**config.mk**
```make
export PLATFORM = sky130hd
export DESIGN_NAME = sub512_seq
export DESIGN_NICKNAME = d
export VERILOG_FILES = /design/src/rtl/mac512_pkg.sv /design/src/rtl/sub512_seq_sub_chunk.sv /design/src/rtl/sub512_seq.sv
export SDC_FILE = /design/constraint.sdc
export NUM_CORES = 2
export LEC_CHECK = 0
export ABC_CLOCK_PERIOD_IN_PS = 8320
export CAP_MARGIN = 25
export CORE_AREA = 2 2 600 602
export CTS_CLUSTER_SIZE = 40
export DETAILED_ROUTE_END_ITERATION = 8
export DIE_AREA = 0 0 602 604
export PLACE_DENSITY = 0.43
export RECOVER_POWER = 25
export SETUP_SLACK_MARGIN = 0.3
export SLEW_MARGIN = 30
export SYNTH_ARGS = -nofsm -noshare
export SYNTH_HDL_FRONTEND = slang
export SYNTH_SLANG_ARGS = --single-unit
export TNS_END_PERCENT = 1
```
**constraint.sdc**
```tcl
create_clock -name clk -period 8.32 [get_ports clk]
set_input_delay 1.664 -clock clk [delete_from_list [all_inputs] [get_ports clk]]
set_output_delay 1.664 -clock clk [all_outputs]
set_load 0.01 [all_outputs]
```
**src/rtl/mac512_pkg.sv**
```systemverilog
// Shared definitions for the 512-bit MAC datapath blocks: default widths,
// the sequential subtractor state encoding and an index-width helper.
package mac512_pkg;

    localparam int WIDTH_DEF  = 512;
    localparam int CHUNK_DEF  = 64;
    localparam int NCHUNK_DEF = WIDTH_DEF / CHUNK_DEF;
    localparam int IDX_W_DEF  = $clog2(NCHUNK_DEF);

    typedef enum logic [1:0] {
        ST_IDLE = 2'd0,
        ST_RUN  = 2'd1,
        ST_DONE = 2'd2
    } sub_state_t;

    // Width of a chunk index; never narrower than one bit.
    function automatic int idx_width(input int n);
        return (n > 1) ? $clog2(n) : 1;
    endfunction

endpackage

```
**src/rtl/sub512_seq_sub_chunk.sv**
```systemverilog
// sub_chunk: combinational CHUNK-bit subtract with borrow in and borrow out.
// The result is computed in CHUNK+1 bits so the top bit is the borrow.
module sub_chunk #(
    parameter int CHUNK = 64
) (
    input  logic [CHUNK-1:0] a,
    input  logic [CHUNK-1:0] b,
    input  logic             borrow_in,
    output logic [CHUNK-1:0] diff,
    output logic             borrow_out
);

    logic [CHUNK:0] full;

    // Extended subtraction; a borrow shows up as a set MSB.
    always_comb begin
        full       = {1'b0, a} - {1'b0, b} - {{CHUNK{1'b0}}, borrow_in};
        diff       = full[CHUNK-1:0];
        borrow_out = full[CHUNK];
    end

endmodule

```
**src/rtl/sub512_seq.sv**
```systemverilog
// sub512_seq: multi-cycle WIDTH-bit subtractor / magnitude comparator.
// One CHUNK-wide slice of A - B is computed per enabled cycle, LSB first,
// through a single time-multiplexed sub_chunk instance.
// Optional macro SUB_SIGNED_FLAGS_EN adds signed less-than and signed
// overflow flags; without it s_lt and ovf are tied low.
//
//   state   | meaning
//   --------+---------------------------------------------------------
//   ST_IDLE | waiting for operands, in_ready high
//   ST_RUN  | subtracting one slice per enabled edge, idx = slice
//   ST_DONE | result and flags stable, out_valid high until out_ready
module sub512_seq
    import mac512_pkg::*;
#(
    parameter int WIDTH = WIDTH_DEF,
    parameter int CHUNK = CHUNK_DEF
) (
    input  logic             clk,
    input  logic             rst_n,
    input  logic             en,
    input  logic             in_valid,
    output logic             in_ready,
    input  logic [WIDTH-1:0] A_in,
    input  logic [WIDTH-1:0] B_in,
    output logic             out_valid,
    input  logic             out_ready,
    output logic [WIDTH-1:0] res,
    output logic             borrow_out,
    output logic             zero,
    output logic             s_lt,
    output logic             ovf
);

    localparam int NCHUNK = WIDTH / CHUNK;
    localparam int IDX_W  = idx_width(NCHUNK);
    localparam logic [IDX_W-1:0] IDX_LAST = IDX_W'(NCHUNK - 1);

    sub_state_t       state_q;
    sub_state_t       state_d;

    logic [WIDTH-1:0] a_q;
    logic [WIDTH-1:0] b_q;
    logic [IDX_W-1:0] idx_q;
    logic             borrow_q;
    logic             nz_q;
    logic [WIDTH-1:0] res_q;
    logic             borrow_out_q;
    logic             zero_q;

    logic [CHUNK-1:0] a_chunk;
    logic [CHUNK-1:0] b_chunk;
    logic [CHUNK-1:0] diff;
    logic             borrow_nxt;
    logic             last;

    // Select the operand slices addressed by the current chunk index.
    always_comb begin
        a_chunk = '0;
        b_chunk = '0;
        for (int i = 0; i < NCHUNK; i++) begin
            if (idx_q == IDX_W'(i)) begin
                a_chunk = a_q[i*CHUNK +: CHUNK];
                b_chunk = b_q[i*CHUNK +: CHUNK];
            end
        end
    end

    sub_chunk #(
        .CHUNK (CHUNK)
    ) u_sub_chunk (
        .a          (a_chunk),
        .b          (b_chunk),
        .borrow_in  (borrow_q),
        .diff       (diff),
        .borrow_out (borrow_nxt)
    );

    assign last = (idx_q == IDX_LAST);

    // State register; en low freezes the FSM.
    always_ff @(posedge clk or negedge rst_n) begin
        if (!rst_n) begin
            state_q <= ST_IDLE;
        end else if (en) begin
            state_q <= state_d;
        end
    end

    // Next-state and handshake outputs.
    always_comb begin
        state_d   = state_q;
        in_ready  = 1'b0;
        out_valid = 1'b0;
        case (state_q)
            ST_IDLE: begin
                in_ready = 1'b1;
                if (in_valid) begin
                    state_d = ST_RUN;
                end
            end
            ST_RUN: begin
                if (last) begin
                    state_d = ST_DONE;
                end
            end
            ST_DONE: begin
                out_valid = 1'b1;
                if (out_ready) begin
                    state_d = ST_IDLE;
                end
            end
            default: state_d = ST_IDLE;
        endcase
    end

    // Operand capture, slice-by-slice result build and final flag capture.
    // Flags only change on the last slice so they hold through RUN.
    always_ff @(posedge clk or negedge rst_n) begin
        if (!rst_n) begin
            a_q          <= '0;
            b_q          <= '0;
            idx_q        <= '0;
            borrow_q     <= 1'b0;
            nz_q         <= 1'b0;
            res_q        <= '0;
            borrow_out_q <= 1'b0;
            zero_q       <= 1'b0;
        end else if (en) begin
            if (state_q == ST_IDLE && in_valid) begin
                a_q      <= A_in;
                b_q      <= B_in;
                idx_q    <= '0;
                borrow_q <= 1'b0;
                nz_q     <= 1'b0;
            end
            if (state_q == ST_RUN) begin
                for (int i = 0; i < NCHUNK; i++) begin
                    if (idx_q == IDX_W'(i)) begin
                        res_q[i*CHUNK +: CHUNK] <= diff;
                    end
                end
                borrow_q <= borrow_nxt;
                nz_q     <= nz_q | (|diff);
                idx_q    <= idx_q + IDX_W'(1);
                if (last) begin
                    borrow_out_q <= borrow_nxt;
                    zero_q       <= ~(nz_q | (|diff));
                end
            end
        end
    end

    assign res        = res_q;
    assign borrow_out = borrow_out_q;
    assign zero       = zero_q;

`ifdef SUB_SIGNED_FLAGS_EN
    logic a_s;
    logic b_s;
    logic r_s;
    logic ovf_nxt;
    logic s_lt_q;
    logic ovf_q;

    // In the last RUN cycle the selected slices are the top ones, so their
    // MSBs are the operand and result sign bits.
    assign a_s     = a_chunk[CHUNK-1];
    assign b_s     = b_chunk[CHUNK-1];
    assign r_s     = diff[CHUNK-1];
    assign ovf_nxt = (a_s ^ b_s) & (r_s ^ a_s);

    // Signed flags captured together with the final slice.
    always_ff @(posedge clk or negedge rst_n) begin
        if (!rst_n) begin
            s_lt_q <= 1'b0;
            ovf_q  <= 1'b0;
        end else if (en && state_q == ST_RUN && last) begin
            ovf_q  <= ovf_nxt;
            s_lt_q <= r_s ^ ovf_nxt;
        end
    end

    assign s_lt = s_lt_q;
    assign ovf  = ovf_q;
`else
    assign s_lt = 1'b0;
    assign ovf  = 1'b0;
`endif

endmodule
```
# Word-level counts from Yosys, hierarchy flattened
# Cells that the tools add are included.
op_classes:
  n_reduce_logical: 16
  muxes: 27
  bitwise: 2
  add_sub_neg: 3
  n_eq_ne: 12
ops:
  columns: ["op", "count"]
  rows:
  - ["64-bit two-way mux", 16]
  - ["64-bit by 64-bit subtractor with 65-bit output", 1]
  - ["65-bit by 1-bit subtractor with 65-bit output", 1]
  - ["64-bit OR reduction", 1]
  - ["3-bit AND reduction", 8]
  - ["3-bit == test, second input constant", 4]
  - ["3-bit by 2-bit == test with 1-bit output, second input constant", 2]
  - ["2-bit two-way mux", 3]
  - ["3-bit two-way mux", 2]
  - ["2-bit inequality test, second input constant", 3]
  - ["2-bit case mux with 3 select lines", 1]
  - ["1-bit two-way mux", 5]
  - ["2-bit AND reduction", 2]
  - ["4-bit AND reduction", 1]
  - ["3-bit by 1-bit adder with 3-bit output, second input constant", 1]
  - ["3-bit by 1-bit == test with 1-bit output, second input constant", 1]
  - ["3-bit zero test", 1]
  - ["2-bit by 1-bit == test with 1-bit output, second input constant", 1]
  - ["2-bit == test, second input constant", 1]
  - ["2-bit zero test", 1]
  - ["2-bit nonzero test", 1]
  - ["1-bit logical AND", 1]
  - ["1-bit inverter", 1]
  - ["1-bit OR", 1]
word_totals:
  out_inout_bits: 518
  input_bits: 1029
  register_bits: 1545

# Longest topological paths before layout
depth:
  word_depth: 14
  depth_mapped: 28

# Modules after synthesis
# From an unflattened synthesis, not the netlist that was laid out.
unflattened:
  hier_cells: 8073
  area_unflattened_um2: 74059.8
by_module_without_submodules:
  columns: ["mod", "area_per_inst_um2", "instances", "cells_each", "seq_area_each_um2"]
  rows:
  - ["sub512_seq", 68717.2, 1, 7259, 38662.1]
  - ["sub_chunk", 5342.6, 1, 814, 0.0]

# Worst setup path before layout
# Ideal clock, no wire load.
synth_path:
  path_type: "register to register"
  startpoint: "reg idx_q[0]"
  endpoint: "reg nz_q"
  setup_time_ns: 0.119
  required_ns: 8.201
  path_slack_ns: 1.597
  t_arrival_ns: 6.604
  path_stages_with_launch: 26
  path_cell_list: "dfrtp_1 > inv_1 > ha_1 > nor3b_1 > clkbuf_1 > clkbuf_1 > a221oi_1 > o311ai_0 > o21ai_0 > o211ai_1 > o21ai_0 > nor2_1 > a21oi_1 > fa_1 > fa_1 > and3b_1 > o211a_4 > nor3_2 > nor2_2 > xor2_1 > nand3_1 > or4b_1 > or4_1 > or4_1 > or4_1 > o21a_1"
synth_between:
  elab_chain_cells: 14
  elab_cells_between_ends: 29
  classes_between: "add/sub: 2; eq/ne: 7; mux: 17; bitwise: 1; reduce/logical: 2"
synth_rtl:
  columns: ["item", "line_no", "text"]
  rows:
  - ["start, declared", "sub512_seq.sv:43", "logic [IDX_W-1:0] idx_q;"]
  - ["start signal, assigned", "sub512_seq.sv:144", "idx_q <= idx_q + IDX_W'(1);"]
  - ["3-bit zero test", "sub512_seq.sv:61", "if (idx_q == IDX_W'(i)) begin"]
  - ["64-bit two-way mux (8 in series)", "sub512_seq.sv:61", null]
  - ["64-bit by 64-bit subtractor with 65-bit output *", "sub512_seq_sub_chunk.sv:17", "full = {1'b0, a} - {1'b0, b} - {{CHUNK{1'b0}}, borrow_in};"]
  - ["65-bit by 1-bit subtractor with 65-bit output *", "sub512_seq_sub_chunk.sv:17", null]
  - ["64-bit OR reduction *", "sub512_seq.sv:143", "nz_q <= nz_q | (|diff);"]
  - ["1-bit OR *", "sub512_seq.sv:143", null]
  - ["1-bit two-way mux *", "sub512_seq.sv:136", "if (state_q == ST_RUN) begin"]
  - ["end signal, assigned", "sub512_seq.sv:143", null]
  - ["end, declared", "sub512_seq.sv:45", "logic nz_q;"]
# Mark *: on every way between the ends. The rest lies on a longest branch, timed or not.
# A chain may end at the register's enable or synchronous reset.

# Final worst setup path
# Same ends and word-level chain as after synthesis.

==> flow_metrics.env <==
export IMPL_cp_max_fo=25
export IMPL_crit_required_ps=9090
export IMPL_hold_viol_final=0
export IMPL_die_w_um=602
export IMPL_rsz0062_at_grt="no"
export IMPL_grt_first_pass_wirelength_um=514300
export IMPL_drv_cap=6
export IMPL_yosysUniqueCellTypes=88
export IMPL_max_slew_margin_pct=-177.2
export IMPL_place_area_um2=93850
export IMPL_cts_buffers=192
export IMPL_critPathLaunch="idx_q[0]$_DFFE_PN0P_"
export IMPL_io_pins=1547
export IMPL_hp_start="res[109]$_DFFE_PN0P_"
export IMPL_vias_per_cell=4.435
export IMPL_stdcell_area_um2=101000
export IMPL_cts_sinks=1545
export IMPL_cts_buffer_depth=4
export IMPL_die_h_um=604
export IMPL_async_flop_share_pct=100.0
export IMPL_startpoint_type="flop"
export IMPL_slowest_delay_ps=590
export IMPL_vias=57780
export IMPL_syn_to_final_growth_pct=44.41
export IMPL_cts_root_buffer="clkbuf_16"
export IMPL_timing_rr_start="idx_q[0]$_DFFE_PN0P_"
export IMPL_dp_hpwl_um=302000
export IMPL_arrival_ps=8630
export IMPL_finalCriticalPeriod_ps=7861
export IMPL_seqCellArea_um2=38660
export IMPL_cts_tree="built"
export IMPL_worst_pin_slew_ps=4158
export IMPL_first_iter_violations=4486
export IMPL_violations="max-capacitance violations, max-slew violations"
export IMPL_post_drt_wl_per_cell_um=29.62
export IMPL_most_common_layout_cells="1545 x dfrtp_1, 1543 x clkdlybuf4s50_1, 1025 x mux2_2"
export IMPL_netlist_area_um2=69900
export IMPL_fmax_mhz=127.2
export IMPL_clk_insertion_delay_late_ps=940
export IMPL_cp_end_kind="flop"
export IMPL_finalWirelength_um=385900
export IMPL_dp_slack_ps=-270.3
export IMPL_layout_commonest_cell="dfrtp_1"
export IMPL_drtPass1Iterations=5
export IMPL_crit_slowest_cell="or4_4"
export IMPL_synth_avg_cell_area_um2=11.10
export IMPL_nNetsFinal=9177
export IMPL_synth_edf_count=0
export IMPL_drv_slew=434
export IMPL_tns_ps=0
export IMPL_reg2reg_slack_ps=460
export IMPL_setup_ws_ps=458.5
export IMPL_ys_ff_latch=1545
export IMPL_htreeDepth=4
export IMPL_nFillCells=37300
export IMPL_drive_above_1_share_pct=23.46
export IMPL_grtUsageTotal_pct=20.52
export IMPL_fin_cells=13030
export IMPL_path_class="flop to flop"
export IMPL_antenna_found_initial=250
export IMPL_status="finished with violations"
export IMPL_gp_congestion=0.8927
export IMPL_setup_viol=0
export IMPL_ys_flop_type="dfrtp_1"
export IMPL_postRouteAntennaNets=0
export IMPL_grt_max_degree=178
export IMPL_core_area_um2=357600
export IMPL_placedCellCount=12580
export IMPL_fin_worst_skew_ps=132.3
export IMPL_clk_pin_slew_ps=60
export IMPL_timing_final_crit_share_pct=94.49
export IMPL_num_rows=220
export IMPL_worst_path_most_repeated_cell="buf_4"
export IMPL_yosys_warnings=0
export IMPL_synth_cells=6295
export IMPL_die_area_um2=363600
export IMPL_grt_overflow=0
export IMPL_multi_input_area_um2=29610
export IMPL_start_util_pct=19.55
export IMPL_port_buffers=1544
export IMPL_first_global_vias=58550
export IMPL_drc=0
export IMPL_ys_seq_area_share_pct=55.31
export IMPL_hold_class="flop to flop"
==> cells in the mapped netlist, types with 5 or more instances <==
library cell | number | area, um2
and2_1 | 8 | 50.05
mux2_2 | 1025 | 11540
nor3_1 | 21 | 105.1
o21a_1 | 21 | 157.7
o311ai_0 | 128 | 1121
xnor2_1 | 28 | 245.2
nor2b_1 | 11 | 68.82
o211ai_1 | 136 | 1021
and4_1 | 5 | 43.79
or4_1 | 6 | 45.04
buf_1 | 15 | 56.30
dfrtp_1 | 1545 | 38660
clkbuf_1 | 430 | 1614
nand4_1 | 31 | 193.9
nor2_1 | 261 | 979.7
a21o_1 | 23 | 172.7
a221oi_1 | 131 | 1147
nor4_1 | 7 | 43.79
or3_1 | 6 | 37.54
nand2_1 | 938 | 3521
buf_2 | 5 | 25.02
o31ai_1 | 6 | 45.04
a31oi_1 | 13 | 81.33
inv_1 | 146 | 548.0
xor2_1 | 16 | 140.1
o21bai_1 | 8 | 60.06
a21oi_1 | 151 | 755.7
or2_2 | 7 | 43.79
o21ai_0 | 890 | 4454
nand2b_1 | 7 | 43.79
nand3_1 | 27 | 135.1
buf_6 | 9 | 101.4
ha_1 | 130 | 1627
==> cell families after synthesis <==
family | after synthesis | share of synthesized area, %
fa+ha+maj | 132 | 2.384
flops | 1545 | 55.31
mux | 1029 | 16.57
xor+xnor | 50 | 0.7070
compound gates | 1565 | 13.67
other cells | 1 | 0.005364
buf+inv | 611 | 3.437
simple gates | 1362 | 7.920
==> per-stage QoR <==
| step | hold WS, ps | util, % |
|---|---|---|
| 2_1_floorplan | 471.6 | - |
| 5_1_grt | 492.8 | 28.22 |
| 3_3_place_gp | 460.6 | 26.24 |
| 3_5_place_dp | 468.8 | 26.25 |
| 6_report | 474.9 | 28.23 |
| 4_1_cts | 481.5 | 28.12 |
==> cell type report <==
| cell class | count | share of cell area (%) |
|---|---|---|
| Sequential cell | 1545 | 38.30 |
| Multi-Input combinational cell | 4140 | 29.33 |
| Timing Repair Buffer | 1991 | 19.18 |
| Tap cell | 4773 | 5.916 |
| Clock buffer | 271 | 5.440 |
| Clock inverter | 75 | 1.068 |
| Inverter | 146 | 0.5429 |
| Antenna cell | 88 | 0.2181 |
==> registers in the layout, indices dropped and copies added, names as in the netlist <==
register,flops
a_q,512
b_q,512
res,512
idx_q,3
state_q,2
borrow_out,1
borrow_q,1
nz_q,1
zero,1
==> final timing paths <==
check / to / depth (start not counted)
max: nz_q$_DFFE_PN0P_ / 28
min: res[109]$_DFFE_PN0P_ / 2
max reg2reg: nz_q$_DFFE_PN0P_ / 28
min reg2reg: res[109]$_DFFE_PN0P_ / 2
max in group asynchronous: b_q[234]$_DFFE_PN0P_ / 5
min in group asynchronous: a_q[96]$_DFFE_PN0P_ / 1
==> per-layer routing <==
layer  wire length (um)  vias up  track usage, %
met1             155800    29080           24.66
met3              20270      667           3.823
met2             194200     1987           36.11
met5                418        -               0
met4              15320       64           7.908
li1                   -    25990               -
==> repair_timing <==
item / 4_1_cts / 5_1_grt
gates cloned: 0 / 0
hold buffers: 0 / 0
buffers inserted: 6 / 0
resized for setup: 31 / 70
endpoints found under the setup margin: 3 / 6
pin swaps: 1 / 7
==> critical path: cells and delay by family, from the launching register on <==
family / cells / cell delay, ps
adders and majority gates: 3 / 1080
and+or+nand+nor: 9 / 3210
buffers and inverters: 7 / 1210
xor gates and xnor gates: 1 / 140
DFF: 1 / 420
AOI/OAI and AO/OA: 8 / 1600
Power is not shown: default switching activity piles up to over one toggle a cycle in this logic, so the estimate is an artifact.
